==> config.mk <==
export PLATFORM = sky130hd
export DESIGN_NAME = pixel_mem_arbiter
export DESIGN_NICKNAME = d
export VERILOG_FILES = /design/src/rtl/pixel_mem_arbiter.sv
export SDC_FILE = /design/constraint.sdc
export NUM_CORES = 1
export LEC_CHECK = 0
export ABC_AREA = 1
export BUFFER_PORTS_ARGS = -buffer_cell sky130_fd_sc_hd__buf_2
export CELL_PAD_IN_SITES_DETAIL_PLACEMENT = 1
export CELL_PAD_IN_SITES_GLOBAL_PLACEMENT = 2
export CORE_ASPECT_RATIO = 1.1
export CORE_MARGIN = 10
export CORE_UTILIZATION = 31
export CTS_CLUSTER_SIZE = 16
export DETAILED_ROUTE_END_ITERATION = 10
export PLACE_DENSITY = 0.94
export REMOVE_ABC_BUFFERS = 1
export SLEW_MARGIN = 20
export SYNTH_ARGS = -nofsm -noshare
export SYNTH_HDL_FRONTEND = slang
export SYNTH_SLANG_ARGS = --single-unit
export TNS_END_PERCENT = 100
==> constraint.sdc <==
create_clock -name clk -period 3.37 [get_ports clk]
set_clock_uncertainty 0.15 [all_clocks]
set_input_delay 0.337 -clock clk [delete_from_list [all_inputs] [get_ports clk]]
set_output_delay 0.337 -clock clk [all_outputs]
set_load 0.02 [all_outputs]
==> src/rtl/pixel_mem_arbiter.sv <==
// Video memory arbiter: display reads take absolute priority over a four-phase host
// write port; read data is brightness-adjusted with a frame-synchronous offset.
module pixel_mem_arbiter #(
    parameter int IMG_W   = 256,
    parameter int IMG_H   = 256,
    parameter int H_START = 145,
    parameter int V_START = 32,
    parameter int STEP    = 16
) (
    input  logic        clk,
    input  logic        clear_n,
    input  logic [9:0]  horizontal_counter,
    input  logic [9:0]  vertical_counter,
    input  logic        output_signal,
    input  logic        bright_up,
    input  logic        bright_down,
    input  logic        host_req,
    input  logic [15:0] host_addr,
    input  logic [7:0]  host_wdata,
    output logic        host_ack,
    output logic        mem_en,
    output logic        mem_we,
    output logic [15:0] mem_addr,
    output logic [7:0]  mem_wdata,
    input  logic [7:0]  mem_rdata,
    output logic [7:0]  pixel_out,
    output logic        pixel_valid,
    output logic [8:0]  bright_level
);

    localparam logic [9:0]         H_ST    = 10'(H_START);
    localparam logic [9:0]         V_ST    = 10'(V_START);
    localparam logic [10:0]        W_LIM   = 11'(IMG_W);
    localparam logic [10:0]        H_LIM   = 11'(IMG_H);
    localparam logic [9:0]         COPY_V  = 10'(V_START + IMG_H);
    localparam logic signed [9:0]  STEP_D  = 10'(STEP);
    localparam logic signed [9:0]  OFS_MAX = 10'sd255;
    localparam logic signed [9:0]  OFS_MIN = -10'sd255;

    typedef enum logic [1:0] {
        IDLE,
        WRITE,
        ACK
    } host_state_t;

    host_state_t state, next_state;

    logic [9:0]        x, y;
    logic              in_window;
    logic              write_issue;
    logic [15:0]       addr_q;
    logic [7:0]        wdata_q;

    logic signed [8:0] pending_offset, active_offset;
    logic signed [9:0] delta, pend_sum;
    logic signed [8:0] pend_next;
    logic              copy_frame;

    logic              rd_valid_q;
    logic signed [9:0] pix_sum;
    logic [7:0]        pix_clamped;

    // Counters left of / above the window wrap to large values and fall outside.
    always_comb begin
        x         = horizontal_counter - H_ST;
        y         = vertical_counter - V_ST;
        in_window = output_signal && ({1'b0, x} < W_LIM) && ({1'b0, y} < H_LIM);
    end

    always_ff @(posedge clk or negedge clear_n) begin
        if (!clear_n) begin
            state <= IDLE;
        end else begin
            state <= next_state;
        end
    end

    always_comb begin
        next_state = state;
        unique case (state)
            IDLE:    if (host_req) next_state = WRITE;
            WRITE:   if (!in_window) next_state = ACK;
            ACK:     if (!host_req) next_state = IDLE;
            default: next_state = IDLE;
        endcase
    end

    always_comb begin
        host_ack    = (state == ACK);
        write_issue = (state == WRITE) && !in_window;
    end

    always_ff @(posedge clk or negedge clear_n) begin
        if (!clear_n) begin
            addr_q  <= '0;
            wdata_q <= '0;
        end else if (state == IDLE && host_req) begin
            addr_q  <= host_addr;
            wdata_q <= host_wdata;
        end
    end

    always_comb begin
        mem_en    = 1'b0;
        mem_we    = 1'b0;
        mem_addr  = addr_q;
        mem_wdata = wdata_q;
        if (clear_n) begin
            if (in_window) begin
                mem_en   = 1'b1;
                mem_addr = {y[7:0], x[7:0]};
            end else if (write_issue) begin
                mem_en = 1'b1;
                mem_we = 1'b1;
            end
        end
    end

    always_comb begin
        delta = '0;
        if (bright_up && !bright_down) begin
            delta = STEP_D;
        end else if (bright_down && !bright_up) begin
            delta = -STEP_D;
        end
        pend_sum = {pending_offset[8], pending_offset} + delta;
        if (pend_sum > OFS_MAX) begin
            pend_next = OFS_MAX[8:0];
        end else if (pend_sum < OFS_MIN) begin
            pend_next = OFS_MIN[8:0];
        end else begin
            pend_next = pend_sum[8:0];
        end
        copy_frame = (vertical_counter == COPY_V) && (horizontal_counter == '0);
    end

    // The copy takes the pre-edge pending value, so a pulse on the copy cycle waits a frame.
    always_ff @(posedge clk or negedge clear_n) begin
        if (!clear_n) begin
            pending_offset <= '0;
            active_offset  <= '0;
        end else begin
            pending_offset <= pend_next;
            if (copy_frame) begin
                active_offset <= pending_offset;
            end
        end
    end

    always_comb begin
        pix_sum = $signed({2'b00, mem_rdata}) + $signed({active_offset[8], active_offset});
        if (pix_sum < 10'sd0) begin
            pix_clamped = '0;
        end else if (pix_sum > 10'sd255) begin
            pix_clamped = '1;
        end else begin
            pix_clamped = pix_sum[7:0];
        end
    end

    always_ff @(posedge clk or negedge clear_n) begin
        if (!clear_n) begin
            rd_valid_q  <= 1'b0;
            pixel_valid <= 1'b0;
            pixel_out   <= '0;
        end else begin
            rd_valid_q  <= in_window;
            pixel_valid <= rd_valid_q;
            pixel_out   <= rd_valid_q ? pix_clamped : '0;
        end
    end

    assign bright_level = active_offset;

endmodule

=== Word-level counts from Yosys, hierarchy flattened ===
Index checks and enable logic that the tools add are counted.

* Flip-flop bits (word level): 54
* Word-level logic and storage cells: 55
* Input bits: 58
* Output and inout port bits: 45

* $add $sub $neg: 4
* Reductions and logical operators: 13
* Equal/unequal tests: 6
* Order comparisons: 6
* Multiplexer cells: 18

{| class="wikitable"
|+ Operators by type and width
! operator !! count
|-
| 2-to-1 mux 16 bit || 2
|-
| less-than comparator 10 x 9 -> 1 bit, second input constant || 3
|-
| 2-to-1 mux 8 bit || 3
|-
| greater-than comparator 10 x 9 -> 1 bit, second input constant || 2
|-
| 2-to-1 mux 10 bit || 2
|-
| 2-to-1 mux 9 bit || 2
|-
| adder 10 bit || 1
|-
| adder 9 x 9 -> 10 bit || 1
|-
| == test 10 x 9 -> 1 bit, second input constant || 1
|-
| zero test 10 bit || 1
|-
| less-than comparator 10 x 1 -> 1 bit, second input constant || 1
|-
| subtractor 10 x 6 -> 10 bit, second input constant || 1
|-
| subtractor 10 x 8 -> 10 bit, second input constant || 1
|-
| logical AND 1 bit || 7
|-
| 2-to-1 mux 2 bit || 3
|-
| inequality test 2 bit, second input constant || 3
|-
| case mux 2 bit (3 select lines) || 1
|-
| 2-to-1 mux 1 bit || 5
|-
| zero test 1 bit || 3
|-
| AND reduction 3 bit || 1
|-
| == test 2 x 1 -> 1 bit, second input constant || 1
|-
| == test 2 bit, second input constant || 1
|-
| zero test 2 bit || 1
|}

=== Longest topological paths before layout ===
* Depth in word-level cells: 9
* Gate-level depth with buffers: 13
* Depth with buffers taken out: 13

=== Worst setup path after synthesis ===
OpenSTA, ideal clock, no wires.

* Path type: register to register
* Start point: reg active_offset[0], in the netlist bright_level[0]
* End point: reg pixel_out[5]
* Clock period less this slack: 2.204 ns
* Setup time: 0.113 ns
* Setup slack: 1.166 ns
* Stages on the path, launching flop included: 10
* Arrival: 1.941 ns
* Path buffers: 0
* Data required time: 3.107 ns
* Cell sequence: dfrtp_1 ha_1 inv_1 fa_1 o21ai_1 a21oi_1 a21oi_2 o21ai_1 nand2_1 inv_1

* Cells in the longest elaborated chain, start to end: 5
* Elaborated cells between the ends (all ways): 6
* Those cells by class: 1 x add/sub; 2 x order compare; 3 x mux

{| class="wikitable"
|+ Ends and longest elaborated chain
! what !! line !! source
|-
| from (decl) || 54 || <nowiki>logic signed [8:0] pending_offset, active_offset;</nowiki>
|-
| from (signal assigned) || 145 || <nowiki>active_offset <= pending_offset;</nowiki>
|-
| adder 9 x 9 -> 10 bit (*) || 151 || <nowiki>pix_sum = $signed({2'b00, mem_rdata}) + $signed({active_offset[8], active_offset});</nowiki>
|-
| greater-than comparator 10 x 9 -> 1 bit || 154 || <nowiki>end else if (pix_sum > 10'sd255) begin</nowiki>
|-
| 2-to-1 mux 8 bit || 154 ||
|-
| 2-to-1 mux 8 bit (*) || 152 || <nowiki>if (pix_sum < 10'sd0) begin</nowiki>
|-
| 2-to-1 mux 8 bit (*) || 169 || <nowiki>pixel_out <= rd_valid_q ? pix_clamped : '0;</nowiki>
|-
| to (signal assigned) || 169 ||
|-
| to (decl) || 26 || <nowiki>output logic [7:0] pixel_out,</nowiki>
|}

Mark *: on every way between the ends. The rest lies on a longest branch, timed or not.
A chain may end at the register's enable or synchronous reset.

=== Worst setup path in the final report ===
* Start point: in clear_n
* End point: out mem_addr[13]

* Cells in the longest elaborated chain, start to end: 1

{| class="wikitable"
|+ Ends and longest elaborated chain
! what !! line !! source
|-
| from (decl) || 11 || <nowiki>input logic clear_n,</nowiki>
|-
| 2-to-1 mux 16 bit || 108 || <nowiki>if (clear_n) begin</nowiki>
|-
| to (decl) || 23 || <nowiki>output logic [15:0] mem_addr,</nowiki>
|}

No other way between the ends.

==> flow_summary.yaml <==
detailed_routing:
  drc_errors: 0
  vias: 2737
  first_pass_iters: 4
  viasPerCell: 4.65
  wl_per_cell_microns: 15.1
  wl_mm: 8.89
  first_iter_violations: 81
  antenna_left: 0
outcome:
  status: "completed"
timing:
  hold_viol: 0
  timing.fmax_mhz: 377
  worst_pin_slew_ns: 0.497
  post-route-period-util_pct: 78.6
  min_period_ns: 2.65
  rsz0062_at_grt: "no"
  max-slew-margin-rel_pct: 66.8
  setup-violations-final: 0
  tns_ns: 0
  final_max_slew_viol_count: 0
placed_design:
  placed_cell_area_sq_mm: 0.00372
  hpwl_mm: 7.42
  gp_congestion: 0.808
  portBuffers: 102
yosys:
  synthDominantCellAreaShare_pct: 40.3
  seq_area_frac_synth_pct: 40.3
  syn_avg_cell_area_sq_um: 8.55
  synth_cell_types: 33
  ys_warn_count: 0
  netlist_top_cells_area: "dfrtp_1 (40%), nand2_1 (9.9%), mux2_2 (8.3%), inv_1 (6.9%), ha_1 (6.5%)"
  syn_area_sq_mm: 0.00310
  ys_seq_elements: 50
  synth_area_leader_cell: "dfrtp_1"
  syn_inst: 363
die:
  die_x_microns: 115
  dieHeight_microns: 125
  ios: 103
  design.core.area_sq_mm: 0.00984
  rows: 38
  start_util_pct: 31.5
  die_area_sq_mm: 0.0144
clocking:
  cts_tree: "built"
  cts_root_buffer: "clkbuf_8"
  htree_levels: 2
  clock-sinks: 50
  cts_setup_buffers: 0
  clk_latency_ns: 0.31
  cts_buffers: 5
  clkTransAtPathRegs_ns: 0.11
  cts_buffer_depth: 2
final_layout:
  area_growth_syn_to_layout_pct: 22.9
  drive_above_1_share_pct: 34.6
  n_antenna_cell: 0
  finalInstanceArea_sq_mm: 0.00381
  fin_nets: 544
grt:
  overflow: 0
  grt_pass1_wl_mm: 14.4
  grt_start_max_net_pins: 28
  grt_pass1_vias: 2955
  track_usage_pct: 12.1
  antenna_found_initial: 0
min_path:
  min_path_type: "input pin to register"
worst_setup_path:
  endpoint_kind: "primary output"
  worstPathMaxFanout: 27
  critPathLaunchType: "input pin"
  crit_arrival_ns: 2.16
  cp.required_ns: 2.88
  crit_type: "input pin to primary output"
power:
  power_density_mw_per_mm2: 617
  leakage_nw: 2.14
  ir_drop_v: 0.000306
  fin_total_pwr_w: 0.00235
job:
  cap_violations: 0
==> layout by cell type, fill, tap and decap left out, types with 5 or more instances in the layout <==
master / Yosys / layout
nand2_1: 82 / 82
clkbuf_8: 0 / 5
a21oi_1: 12 / 12
nand4_1: 6 / 6
xor2_1: 7 / 7
xnor2_1: 5 / 5
o21ai_0: 19 / 19
o21ai_2: 10 / 10
buf_2: 3 / 102
nand3_1: 21 / 21
ha_1: 16 / 16
nor2_2: 5 / 5
dfrtp_1: 50 / 50
nor2_1: 15 / 15
mux2_2: 23 / 23
inv_1: 57 / 57
==> power by group <==
group          internal [W]  leakage, nW  switching, W  total (W)
combinational      0.000446         1.49      0.000661    0.00111
clock              0.000143       0.0373      0.000203   0.000346
sequential         0.000797        0.618      0.000103   0.000900
total               0.00139         2.14      0.000967    0.00235
==> cell families (layout without fill, tap and decap cells) <==
logic type / after synthesis / count (layout) / share of synthesized area, %
XOR/XNOR: 12 / 12 / 3.39
flip-flops: 50 / 50 / 40.3
AO/OA/AOI/OAI: 50 / 50 / 9.88
buffers and inverters: 68 / 173 / 9.31
AND/OR/NAND/NOR: 142 / 142 / 21.0
multiplexers: 23 / 23 / 8.35
adder cells (fa/ha/maj): 18 / 18 / 7.74
==> synth_stat cells <==
master	count
a211oi_1	1
a21o_1	1
a21oi_1	12
a21oi_2	2
a22oi_1	1
a31oi_1	1
and2_1	1
buf_2	3
buf_4	2
buf_6	3
dfrtp_1	50
fa_1	2
ha_1	16
inv_1	57
inv_2	3
mux2_2	23
nand2_1	82
nand2_2	4
nand3_1	21
nand3b_1	1
nand4_1	6
nand4_2	1
nand4_4	1
nor2_1	15
nor2_2	5
nor2_4	2
nor4_1	3
o21ai_0	19
o21ai_1	2
o21ai_2	10
o21bai_1	1
xnor2_1	5
xor2_1	7
==> cell type report <==
cell class | instances | area [sq um]
fill | 1248 | 6030
multi-input combinational | 245 | 1560
sequential | 50 | 1250
timing repair buffer | 106 | 543
inverter | 60 | 225
tap | 120 | 150
clock buffer | 6 | 72.6
clock inverter | 1 | 7.51
==> through the flow <==
| step | utilization [%] | worst slack (ns) | hold slack, ns | cells |
|---|---|---|---|---|
| after floorplan | - | 1.00 | -0.109 | 355 |
| after global placement | 37.8 | 0.763 | 0.125 | 580 |
| after detailed placement | 37.8 | 0.709 | 0.136 | 580 |
| after CTS | 38.7 | 0.643 | 0.0949 | 588 |
| after global routing | 38.7 | 0.447 | 0.102 | 588 |
| final | 38.7 | 0.721 | 0.105 | 588 |
==> final timing paths <==
path	slack, ns	depth (start not counted)	start	end
setup / recovery	0.72	6	clear_n	mem_addr[13]
hold reg to reg	0.24	0	rd_valid_q	pixel_valid
min in group asynchronous	0.33	2	clear_n	addr_q[1]
setup reg to reg	1.03	9	bright_level[0]	pixel_out[5]
hold / removal	0.10	2	host_addr[7]	addr_q[7]
max in group asynchronous	2.04	3	clear_n	mem_wdata[6]
==> worst max-delay path: stages <==
cell and delay, ns:
dlygate4sd3_1 0.53, buf_2 0.35, nand4_4 0.48, nand2_1 0.23, o21ai_2 0.07, buf_2 0.16
==> per-layer routing <==
metal / share of wire (%) / track usage [%] / vias up
li1: - / - / 1373
met1: 41 / 13.2 / 1306
met2: 52 / 22.2 / 56
met3: 6.6 / 3.87 / 2
met4: 0.61 / 2.69 / 0
met5: 0 / 0 / -
==> state kept, by name, summed over array words and instances (netlist names) <==
signal and flops:
mem_wdata 8, state 2, pixel_valid 1, bright_level 7, rd_valid_q 1, addr_q 16, pixel_out 8, pending_offset 7
==> what timing repair did <==
| item | CTS | global route |
|---|---|---|
| endpoints found under the setup margin | 0 | 0 |
| resized for setup | 0 | 0 |
| hold buffers | 1 | 0 |
| hold endpoints to repair | 4 | 0 |
(Power assumes the default switching activity.)
